**src/rtl/period_meter.sv**
```systemverilog
// period_meter: measures clk cycles between rising edges of a slow input,
// optionally averaged, with a sticky timeout when the counter saturates.
module period_meter #(
    parameter int CNT_W       = 16,
    parameter int SYNC_STAGES = 2,
    parameter int AVG_LOG2    = 0
) (
    input  logic             clk,
    input  logic             reset,
    input  logic             enable,
    input  logic             sig_in,
    output logic [CNT_W-1:0] period_out,
    output logic             period_valid,
    output logic             timeout,
    output logic             busy
);

    localparam int ACC_W = CNT_W + AVG_LOG2;
    localparam int IDX_W = AVG_LOG2 + 1;
    localparam logic [IDX_W-1:0] N_AVG = IDX_W'(1 << AVG_LOG2);
    localparam logic [CNT_W-1:0] CNT_MAX = '1;

    typedef enum logic [1:0] {
        IDLE,
        ARM,
        MEASURE
    } state_t;

    state_t                 state_q, state_d;
    logic [SYNC_STAGES-1:0] sync_q;
    logic                   hist_q;
    logic [CNT_W-1:0]       cnt_q, cnt_d;
    logic [ACC_W-1:0]       acc_q, acc_d;
    logic [IDX_W-1:0]       idx_q, idx_d;
    logic [CNT_W-1:0]       per_q, per_d;
    logic                   valid_q, valid_d;
    logic                   tout_q, tout_d;
    logic                   busy_q;

    logic                   rise;
    logic [ACC_W-1:0]       sum;
    logic [IDX_W-1:0]       idx_inc;
    logic [ACC_W-1:0]       avg;

    assign rise    = sync_q[SYNC_STAGES-1] & ~hist_q;
    assign sum     = acc_q + ACC_W'(cnt_q);
    assign idx_inc = idx_q + IDX_W'(1);
    assign avg     = sum >> AVG_LOG2;

    // Synchroniser chain plus one history flop for edge detection
    always_ff @(posedge clk) begin
        if (reset) begin
            sync_q <= '0;
            hist_q <= 1'b0;
        end else begin
            sync_q <= {sync_q[SYNC_STAGES-2:0], sig_in};
            hist_q <= sync_q[SYNC_STAGES-1];
        end
    end

    // Measurement state and result registers
    always_ff @(posedge clk) begin
        if (reset) begin
            state_q <= IDLE;
            cnt_q   <= '0;
            acc_q   <= '0;
            idx_q   <= '0;
            per_q   <= '0;
            valid_q <= 1'b0;
            tout_q  <= 1'b0;
            busy_q  <= 1'b0;
        end else begin
            state_q <= state_d;
            cnt_q   <= cnt_d;
            acc_q   <= acc_d;
            idx_q   <= idx_d;
            per_q   <= per_d;
            valid_q <= valid_d;
            tout_q  <= tout_d;
            busy_q  <= (state_d != IDLE);
        end
    end

    // Next-state: an edge beats saturation in the same cycle
    always_comb begin
        state_d = state_q;
        cnt_d   = cnt_q;
        acc_d   = acc_q;
        idx_d   = idx_q;
        per_d   = per_q;
        valid_d = 1'b0;
        tout_d  = tout_q;
        if (!enable) begin
            state_d = IDLE;
            cnt_d   = '0;
            acc_d   = '0;
            idx_d   = '0;
            tout_d  = 1'b0;
        end else begin
            unique case (state_q)
                IDLE: state_d = ARM;
                ARM: begin
                    if (rise) begin
                        cnt_d   = CNT_W'(1);
                        acc_d   = '0;
                        idx_d   = '0;
                        state_d = MEASURE;
                    end
                end
                MEASURE: begin
                    if (rise) begin
                        cnt_d = CNT_W'(1);
                        if (idx_inc == N_AVG) begin
                            per_d   = CNT_W'(avg);
                            valid_d = 1'b1;
                            tout_d  = 1'b0;
                            acc_d   = '0;
                            idx_d   = '0;
                        end else begin
                            acc_d = sum;
                            idx_d = idx_inc;
                        end
                    end else if (cnt_q == CNT_MAX) begin
                        tout_d  = 1'b1;
                        cnt_d   = '0;
                        acc_d   = '0;
                        idx_d   = '0;
                        state_d = ARM;
                    end else begin
                        cnt_d = cnt_q + CNT_W'(1);
                    end
                end
                default: state_d = IDLE;
            endcase
        end
    end

    assign period_out   = per_q;
    assign period_valid = valid_q;
    assign timeout      = tout_q;
    assign busy         = busy_q;

endmodule

```
**config.mk**
```make
export PLATFORM = sky130hd
export DESIGN_NAME = period_meter
export DESIGN_NICKNAME = d
export VERILOG_FILES = /design/src/rtl/period_meter.sv
export SDC_FILE = /design/constraint.sdc
export NUM_CORES = 1
export LEC_CHECK = 0
export CAP_MARGIN = 30
export CELL_PAD_IN_SITES_DETAIL_PLACEMENT = 1
export CELL_PAD_IN_SITES_GLOBAL_PLACEMENT = 1
export CORE_MARGIN = 3
export CORE_UTILIZATION = 40
export CTS_BUF_LIST = sky130_fd_sc_hd__clkbuf_4
export DETAILED_ROUTE_END_ITERATION = 8
export PLACE_DENSITY_LB_ADDON = 0.1
export SKIP_CTS_REPAIR_TIMING = 1
export SLEW_MARGIN = 0
export SYNTH_ARGS = -nofsm -noshare
export SYNTH_HDL_FRONTEND = slang
export SYNTH_SLANG_ARGS = --single-unit
```
**constraint.sdc**
```tcl
create_clock -name clk -period 3.9 [get_ports clk]
set_input_delay 0.78 -clock clk [delete_from_list [all_inputs] [get_ports clk]]
set_output_delay 0.78 -clock clk [all_outputs]
set_load 0.01 [all_outputs]
```
==> results.ini, run 1 <==
[outcome]
status=finished clean

[place]
placement.io_buffers=22
dp_worst_setup_slack_ps=1330
gp_routability_congestion=0.783
dpl-instance-area_um2=1990
dp.final_hpwl_mm=2.91

[floorplan]
number_of_cell_rows=23
initial_core_util_pct=42.7
floorplan.io_pins=23
total_core_area_um2=4120
die-width_um=72.3
design.die.area_um2=5230
die_height_um=72.3

[clock_network]
cts_tree=built
insertion_delay_ps=350
cts-root-to-sink-buffers=2
cts_root_buffer=sky130_fd_sc_hd__clkbuf_4
clock_sink_total=40
cts.reportedPaths.clkPinSlew_ps=110
cts_buffers=5
htree_num_levels=2

[global_routing]
grt_first_pass_wirelength_mm=7.07
gr-usage-all-layers_pct=17.3
antenna_found_initial=0
overflow=0
grt_start_max_net_pins=26
number_of_global_route_vias_before_repair=1511

[synth]
ys.warnings.count=0
syn-mean-instance-area_um2=9.25
post_synth_instance_area_um2=1760
synth_cells=190
ys_types=40
async_reset_ff_share_pct=0
synth_enable_flop_cells=0
synth_flop_cell=sky130_fd_sc_hd__dfxtp_1
ys_seq_elements=40
yosysSeqAreaShare_pct=45.6
synth.net_count=195

[layout]
fin_nets=214
antenna_cells=0
layout-drive-gt1-share_pct=7.14
finalInstanceArea_um2=2040
syn2layout_area_growth_pct=16.2

[setup_path]
rr_startpoint=cnt_q[0]
critPathRequiredTime_ps=4190
max_stage_delay_ps=390
worst_path_max_delay_cell=sky130_fd_sc_hd__clkdlybuf4s50_1
worst_path_fanout_max=21
worstSetupEndpointType=register
crit_buf_inv=3
worstPathCellList=clkdlybuf4s50_1, buf_4, nand2b_1, nor3_1, buf_4, a41oi_1, a31oi_1
timing.critical_path.mode_cell=sky130_fd_sc_hd__buf_4
worst-endpoint-arrival_ps=2550
setup_slack_of_the_worst_register_to_register_path_ps=1800
worst_setup_path_startpoint=reset
critical_path.startpoint_type=primary input
setup.worst_path.class=primary input to register
critPathTopFamily=buffers and inverters

[routing]
drt_drc_violations_left=0
vias=1487
post_drt_wl_per_cell_um=16.0
detailedRoute.firstIterationViolations=65
route.final.wire_length_mm=4.16
drt_first_pass_iters=4
vias_per_cell=5.72
drt.antenna.violating_nets=0

[sta]
hold_violations_final=0
rsz0062_at_grt=no
max_freq_ghz=0.443
layout_worst_path_cycle_share_pct=57.9
report.final.slew_viol_count=0
max_slew.worst_pin.slew_ps=481
slew_headroom_pct=67.8
finalSetupViolations=0
clock-skew-final_ps=2.65
layout_min_cycle_time_ps=2260
holdWs_ps=462
totalNegativeSetupSlack_ps=0
finalWorstSetupSlack_ps=1640

[pwr]
share_comb_of_total_power_pct=2.8
internal_power_uw=502
power.net_switching_uw=144
power_frac_clock_pct=33.3
design_power_total_uw=646
power-per-cell-area_nw_per_um2=316
p_leak_uw=0.000818
seqPwrFrac_pct=63.9
switching_share_pct=22.3
peakVddDrop_mv=0.162

[hold_path]
hold_path.startpoint=sync_q[0]
holdCritPathClass=register to register

[flow_run]
cap_viol_max_count=0

-- layout by cell type (no fill, tap or decap), types with 3 or more instances in the layout --
cell / n
sky130_fd_sc_hd__nor2b_1: 5
sky130_fd_sc_hd__o21ai_0: 4
sky130_fd_sc_hd__and4_1: 5
sky130_fd_sc_hd__a31oi_1: 17
sky130_fd_sc_hd__and3_1: 4
sky130_fd_sc_hd__nor3_1: 4
sky130_fd_sc_hd__nand2_1: 11
sky130_fd_sc_hd__nand4_1: 6
sky130_fd_sc_hd__mux2i_1: 16
sky130_fd_sc_hd__nand2b_1: 3
sky130_fd_sc_hd__nand3b_1: 3
sky130_fd_sc_hd__buf_4: 3
sky130_fd_sc_hd__a21oi_1: 5
sky130_fd_sc_hd__clkbuf_4: 7
sky130_fd_sc_hd__dfxtp_1: 40
sky130_fd_sc_hd__nand3_1: 8
sky130_fd_sc_hd__clkdlybuf4s50_1: 22
sky130_fd_sc_hd__nor2_1: 22
-- power groups by stage --
stage / Combinational [uW] / Sequential [uW] / Clock [uW]
2_1_floorplan: 10.6 / 422 / 0
3_3_place_gp: 17.9 / 422 / 0
3_5_place_dp: 18.3 / 422 / 0
4_1_cts: 18.6 / 413 / 226
5_1_grt: 20.3 / 413 / 245
6_report: 18.4 / 413 / 215
-- sequential cells by signal (all words and copies together) (netlist names) --
register	flops
busy	1
cnt_q	16
hist_q	1
period_out	16
period_valid	1
state_q	2
sync_q	2
timeout	1
-- cell families (layout without fill, tap and decap cells) --
| family | Yosys count | after routing | synth area share [%] |
|---|---|---|---|
| AOI/OAI and AO/OA | 34 | 34 | 12.4 |
| xor gates and xnor gates | 2 | 2 | 0.997 |
| adders and majority gates | 1 | 1 | 0.712 |
| buffers and inverters | 15 | 35 | 4.84 |
| DFF | 40 | 40 | 45.6 |
| muxes | 16 | 16 | 9.11 |
| and+or+nand+nor | 82 | 82 | 26.4 |
-- cell usage after synthesis, types with 5 or more instances --
cell / number / area (um2)
sky130_fd_sc_hd__a21oi_1: 5 / 25.0
sky130_fd_sc_hd__a31oi_1: 17 / 106
sky130_fd_sc_hd__nand4_1: 6 / 37.5
sky130_fd_sc_hd__dfxtp_1: 40 / 801
sky130_fd_sc_hd__clkbuf_1: 7 / 26.3
sky130_fd_sc_hd__nand3_1: 8 / 40.0
sky130_fd_sc_hd__nor2b_1: 5 / 31.3
sky130_fd_sc_hd__nor2_1: 22 / 82.6
sky130_fd_sc_hd__and4_1: 5 / 43.8
sky130_fd_sc_hd__nand2_1: 11 / 41.3
sky130_fd_sc_hd__mux2i_1: 16 / 160
-- layer usage --
| metal | GRT usage [%] | part of all wire, % | up-vias |
|---|---|---|---|
| met5 | 0 | 0 | - |
| met4 | 10.0 | 3.0 | 0 |
| met3 | 3.32 | 2.6 | 11 |
| met2 | 26.9 | 47 | 26 |
| met1 | 22.4 | 47 | 717 |
| li1 | - | - | 733 |
-- worst paths after layout --
kind	endpoint	depth (start not counted)
min	sync_q[1]	1
max reg2reg	cnt_q[5]	5
min reg2reg	sync_q[1]	1
max	cnt_q[5]	7
-- worst reg2reg max path, stage by stage (launching register included) --
cell and delay, ps:
sky130_fd_sc_hd__dfxtp_1 420, sky130_fd_sc_hd__ha_1 260, sky130_fd_sc_hd__nand3_2 190, sky130_fd_sc_hd__or4_4 750, sky130_fd_sc_hd__a41oi_1 300, sky130_fd_sc_hd__a31oi_1 60
-- stage by stage --
stage                     instances  util [%]
after floorplan                 190         -
after CTS                       260      49.6
after global placement          252      48.3
after detailed placement        252      48.3
final                           260      49.6
after global routing            260      49.6
-- area by class of cell --
cell class              instances  area, um2
fillers                       486       2070
well taps                      50       62.6
multi-input cells             135        872
inverters                       2       7.51
flip-flops and latches         40        801
clock buffers                   7       52.6
repair buffers                 25        243
clock inverters                 1       3.75
(Power assumes the default switching activity.)
==> inputs of run 2 (changes only) <==
==> constraint.sdc (replaced) <==
create_clock -name clk -period 2.3 [get_ports clk]
set_input_delay 0.46 -clock clk [delete_from_list [all_inputs] [get_ports clk]]
set_output_delay 0.46 -clock clk [all_outputs]
set_load 0.01 [all_outputs]
==> run 2 against run 1 <==
- global-route usage up 0.17 points
- clock skew up 5.8 ps
- cell area up 0.18%
- non-clock buffer count up 2
- largest power group unchanged
- count of clock-buffer cells in the layout down 2
- highest routed layer unchanged
- total power up 64%
==> results.ini, run 2 (synthesized netlist as in run 1, its figures left out) <==
[clock_network]
cts-root-to-sink-buffers=2  ; unchanged
cts_root_buffer=sky130_fd_sc_hd__clkbuf_4
cts_tree=built
insertion_delay_ps=340  ; about the same
cts_buffers=5  ; unchanged
cts.reportedPaths.clkPinSlew_ps=110  ; about the same
htree_num_levels=2  ; unchanged
clock_sink_total=40  ; unchanged

[layout]
final-seq-area_um2=801  ; unchanged
most_common_cell_after_layout_fill_and_taps_aside=sky130_fd_sc_hd__dfxtp_1
area_of_the_multi_input_gates_um2=872  ; unchanged
layout-drive-gt1-share_pct=7.11  ; -0.034 points
syn2layout_area_growth_pct=16.4
fin_nets=216  ; +0.93%
antenna_cells=0  ; unchanged
fillCellCount=479  ; -1.4%
final_cell_mix=sky130_fd_sc_hd__dfxtp_1 (40), sky130_fd_sc_hd__nor2_1 (22), sky130_fd_sc_hd__clkdlybuf4s50_1 (22)

[sta]
slew_headroom_pct=67.1  ; -0.75 points
finalSetupViolations=0  ; unchanged
holdWs_ps=467  ; +5.47 ps
layout_worst_path_cycle_share_pct=88.3
totalNegativeSetupSlack_ps=0  ; unchanged
report.final.slew_viol_count=0  ; unchanged
max_slew.worst_pin.slew_ps=493  ; +11.4 ps
layout_min_cycle_time_ps=2030
max_freq_ghz=0.492
clock-skew-final_ps=8.44  ; +5.79 ps
hold_violations_final=0  ; unchanged
rsz0062_at_grt=no

[place]
dp.final_hpwl_mm=3.04  ; +4.2%
gp_routability_congestion=0.824  ; +5.2%
placement.io_buffers=22  ; unchanged

[global_routing]
grt_first_pass_wirelength_mm=7.18  ; +1.6%
grt_start_max_net_pins=26  ; unchanged
antenna_found_initial=0  ; unchanged
gr-usage-all-layers_pct=17.5  ; +0.17 points
overflow=0  ; unchanged
number_of_global_route_vias_before_repair=1517  ; +0.40%

[floorplan]
floorplan.io_pins=23  ; unchanged
initial_core_util_pct=42.7  ; unchanged
design.die.area_um2=5230  ; unchanged
die-width_um=72.3  ; unchanged
total_core_area_um2=4120  ; unchanged
number_of_cell_rows=23  ; unchanged
die_height_um=72.3  ; unchanged

[routing]
route.final.wire_length_mm=4.19  ; +0.94%
drt_drc_violations_left=0  ; unchanged
drt.antenna.violating_nets=0  ; unchanged
drt_first_pass_iters=4  ; unchanged
vias=1498  ; +0.74%
vias_per_cell=5.74  ; +0.35%
detailedRoute.firstIterationViolations=100  ; +54%
post_drt_wl_per_cell_um=16.1  ; +0.55%

[flow_run]
cap_viol_max_count=0  ; unchanged

[outcome]
status=finished clean

[setup_path]
critical_path.startpoint_type=register
critPathRequiredTime_ps=2530  ; -1660 ps
worstSetupEndpointType=register
setup_slack_of_the_worst_register_to_register_path_ps=270  ; -1530 ps
setup.worst_path.class=register to register
worst-endpoint-arrival_ps=2260  ; -290 ps
worst_path_fanout_max=25  ; +19%

[pwr]
p_leak_uw=0.000821  ; +0.28%
peakVddDrop_mv=0.335  ; +110%
power-per-cell-area_nw_per_um2=517  ; +64%

[hold_path]
holdCritPathClass=register to register

[run 2: cell count changes in the layout (fill, tap and decap cells not counted)]
cell and delta:
sky130_fd_sc_hd__clkinv_1 +1, sky130_fd_sc_hd__buf_4 +2, sky130_fd_sc_hd__clkbuf_4 -2
[run 2: metal layers]
layer / track usage (%) / vias up / share of wire, %
li1: - / 737 / -
met1: 21.1 / 734 / 46
met2: 29.5 / 18 / 50
met3: 4.71 / 9 / 2.2
met4: 6.89 / 0 / 1.9
met5: 0 / - / 0
[run 2: area by class of cell]
cell class              instances  area share (%)
flip-flops and latches         40            39.1
clock inverters                 2           0.367
inverters                       2           0.367
well taps                      50            3.06
multi-input cells             135            42.6
clock buffers                   5            1.83
repair buffers                 27            12.6
[run 2: through the flow]
stage	cell area (um2)	setup slack, ps	total power [uW]	utilization, %	instances
final	2050	269	1060	49.7	261
after global routing	2050	107	1110	49.7	261
after CTS	2050	259	1070	49.7	261
after detailed placement	2000	288	748	48.6	254
after global placement	2000	385	747	48.6	254
after floorplan	1760	456	733	-	190
[run 2: worst paths after layout]
| kind | to | start | cells after the start |
|---|---|---|---|
| worst min register to register | sync_q[1] | sync_q[0] | 1 |
| worst max register to register | cnt_q[11] | cnt_q[1] | 5 |
| worst min-delay path | sync_q[1] | sync_q[0] | 1 |
| worst max-delay path | cnt_q[11] | cnt_q[1] | 5 |
[run 2: where the power goes]
group | internal (uW) | leakage [uW] | switching [uW]
clock | 107 | 0.0000261 | 219
combinational | 13.9 | 0.000471 | 18.5
sequential | 697 | 0.000323 | 2.80
total | 818 | 0.000821 | 241
[run 2: critical path, cell delays in order, from the launching register on]
cell and delay, ps:
sky130_fd_sc_hd__dfxtp_1 410, sky130_fd_sc_hd__ha_1 240, sky130_fd_sc_hd__nand3_2 170, sky130_fd_sc_hd__or4_4 740, sky130_fd_sc_hd__a41oi_1 280, sky130_fd_sc_hd__a31oi_1 60
==> inputs of run 3 (changes only) <==
--- a/config.mk
+++ b/config.mk
@@ -12,7 +12,7 @@
 export CORE_UTILIZATION = 40
 export CTS_BUF_LIST = sky130_fd_sc_hd__clkbuf_4
 export DETAILED_ROUTE_END_ITERATION = 8
-export PLACE_DENSITY_LB_ADDON = 0.1
+export PLACE_DENSITY = 0.81
 export SKIP_CTS_REPAIR_TIMING = 1
 export SLEW_MARGIN = 0
 export SYNTH_ARGS = -nofsm -noshare
==> run 3 against run 2 <==
- via count up 2.7%
- worst setup slack worse by 25 ps
- non-clock buffer count unchanged
- count of clock-buffer cells in the layout up 1
- sequential share of layout area down 0.096 points
- total power up 2.0%
- final cell count unchanged
- register-to-register slack worse by 20 ps
- sequential power about the same
- combinational power up 3%
- first-iteration DRC count down 25%
- largest cell class unchanged
==> results.ini, run 3 (synthesized netlist as in run 1, its figures left out) <==
[global_routing]
grt_start_max_net_pins=26  ; unchanged
overflow=0  ; unchanged
grt_util_met2_pct=32.5  ; +2.9 points
grt_busiest_layer=met2
grt_first_pass_wirelength_mm=7.49  ; +4.4%
use_met3_pct=5.12  ; +0.42 points
gr-usage-all-layers_pct=18.1  ; +0.60 points
antenna_found_initial=0  ; unchanged
number_of_global_route_vias_before_repair=1606  ; +5.9%
gr-usage-met1_pct=20.8  ; -0.38 points

[floorplan]
initial_core_util_pct=42.7  ; unchanged
total_core_area_um2=4120  ; unchanged
number_of_cell_rows=23  ; unchanged
die-width_um=72.3  ; unchanged
design.die.area_um2=5230  ; unchanged
die_height_um=72.3  ; unchanged
floorplan.io_pins=23  ; unchanged

[sta]
max_slew.worst_pin.slew_ps=459  ; -33.9 ps
layout_min_cycle_time_ps=2060  ; +24.5 ps
rsz0062_at_grt=no
max_freq_ghz=0.486  ; -1.2%
hold_violations_final=0  ; unchanged
slew_headroom_pct=69.4  ; +2.3 points
layout_worst_path_cycle_share_pct=89.4  ; +1.1 points
finalSetupViolations=0  ; unchanged
report.final.slew_viol_count=0  ; unchanged
totalNegativeSetupSlack_ps=0  ; unchanged
clock-skew-final_ps=15.5  ; +7.03 ps
holdWs_ps=460  ; -7.03 ps

[pwr]
power-per-cell-area_nw_per_um2=527  ; +1.8%
p_leak_uw=0.000826  ; +0.66%
peakVddDrop_mv=0.306  ; -8.8%

[setup_path]
setup.worst_path.class=register to register
max_stage_delay_ps=740  ; about the same
worstPathCellList=ha_1, nand3_2, or4_4, a41oi_1, a31oi_1
worst-endpoint-arrival_ps=2270  ; about the same
worstSetupEndpointType=register
critical_path.startpoint_type=register
worst_path_max_delay_cell=sky130_fd_sc_hd__or4_4
critPathRequiredTime_ps=2520  ; about the same
worst_path_fanout_max=25  ; unchanged

[layout]
area_of_the_multi_input_gates_um2=872  ; unchanged
fin_nets=216  ; unchanged
finalInstanceArea_um2=2050  ; +0.24%
fin_cells=261  ; unchanged
syn2layout_area_growth_pct=16.7
antenna_cells=0  ; unchanged
fillCellCount=497  ; +3.8%
final_cell_mix=sky130_fd_sc_hd__dfxtp_1 (40), sky130_fd_sc_hd__nor2_1 (22), sky130_fd_sc_hd__clkdlybuf4s50_1 (22)
most_common_cell_after_layout_fill_and_taps_aside=sky130_fd_sc_hd__dfxtp_1
layout-drive-gt1-share_pct=8.06  ; +0.95 points
final-seq-area_um2=801  ; unchanged

[routing]
detailedRoute.firstIterationViolations=75  ; -25%
vias_per_cell=5.89  ; +2.7%
route.final.wire_length_mm=4.36  ; +3.8%
drt.antenna.violating_nets=0  ; unchanged
vias=1538  ; +2.7%
drt_drc_violations_left=0  ; unchanged
drt_first_pass_iters=4  ; unchanged
post_drt_wl_per_cell_um=16.7  ; +3.8%

[clock_network]
cts.reportedPaths.clkPinSlew_ps=120  ; about the same
htree_num_levels=2  ; unchanged
cts-root-to-sink-buffers=2  ; unchanged
insertion_delay_ps=350  ; about the same
cts_root_buffer=sky130_fd_sc_hd__clkbuf_4
clock_sink_total=40  ; unchanged
cts_tree=built
cts_buffers=5  ; unchanged

[outcome]
status=finished clean

[place]
dpl-instance-area_um2=2000  ; unchanged
place_inst=254  ; unchanged
gp_routability_congestion=0.830  ; +0.76%
placement.io_buffers=22  ; unchanged
dp.final_hpwl_mm=3.16  ; +4.1%

[hold_path]
holdCritPathClass=register to register

[flow_run]
cap_viol_max_count=0  ; unchanged

## run 3: cell types whose count changed in the layout (fill, tap and decap cells not counted), sizes merged
cell    change
clkinv      -1
clkbuf      +1
## run 3: metrics by stage
stage                     total power [uW]  utilization [%]  setup slack [ps]
after floorplan                        733                -               456
after global placement                 747             48.6               404
after detailed placement               749             48.6               272
after CTS                             1090             49.8               246
after global routing                  1130             49.8              82.7
final                                 1080             49.8               244
## run 3: layer usage
layer	part of all wire, %	vias to the layer above
met4	1.3	0
met2	51	31
li1	-	744
met1	43	757
met3	4.4	6
met5	0	-
## run 3: layout make-up
type	instances	share of cell area (%)
timing repair buffer	27	12.6
inverter	2	0.366
multi-input combinational	135	42.5
clock inverter	1	0.244
sequential	40	39.0
clock buffer	6	2.20
tap	50	3.05
## run 3: worst max-delay path: cells and delay by family, from the launching register on
kind	cells	cell delay, ps
compound gates	2	330
fa+ha+maj	1	250
simple gates	2	920
flops	1	410
## run 3: path summary, 6_finish.rpt
path,from,end,slack (ps),depth (start not counted)
min,sync_q[0],sync_q[1],460,1
max,cnt_q[1],cnt_q[11],240,5
max reg2reg,cnt_q[1],cnt_q[11],240,5
min reg2reg,sync_q[0],sync_q[1],460,1
## run 3: where the power goes
part,switching [uW],internal (uW),total (uW)
Sequential,3.11,697,700
Combinational,19.3,13.9,33.2
Clock,222,125,347
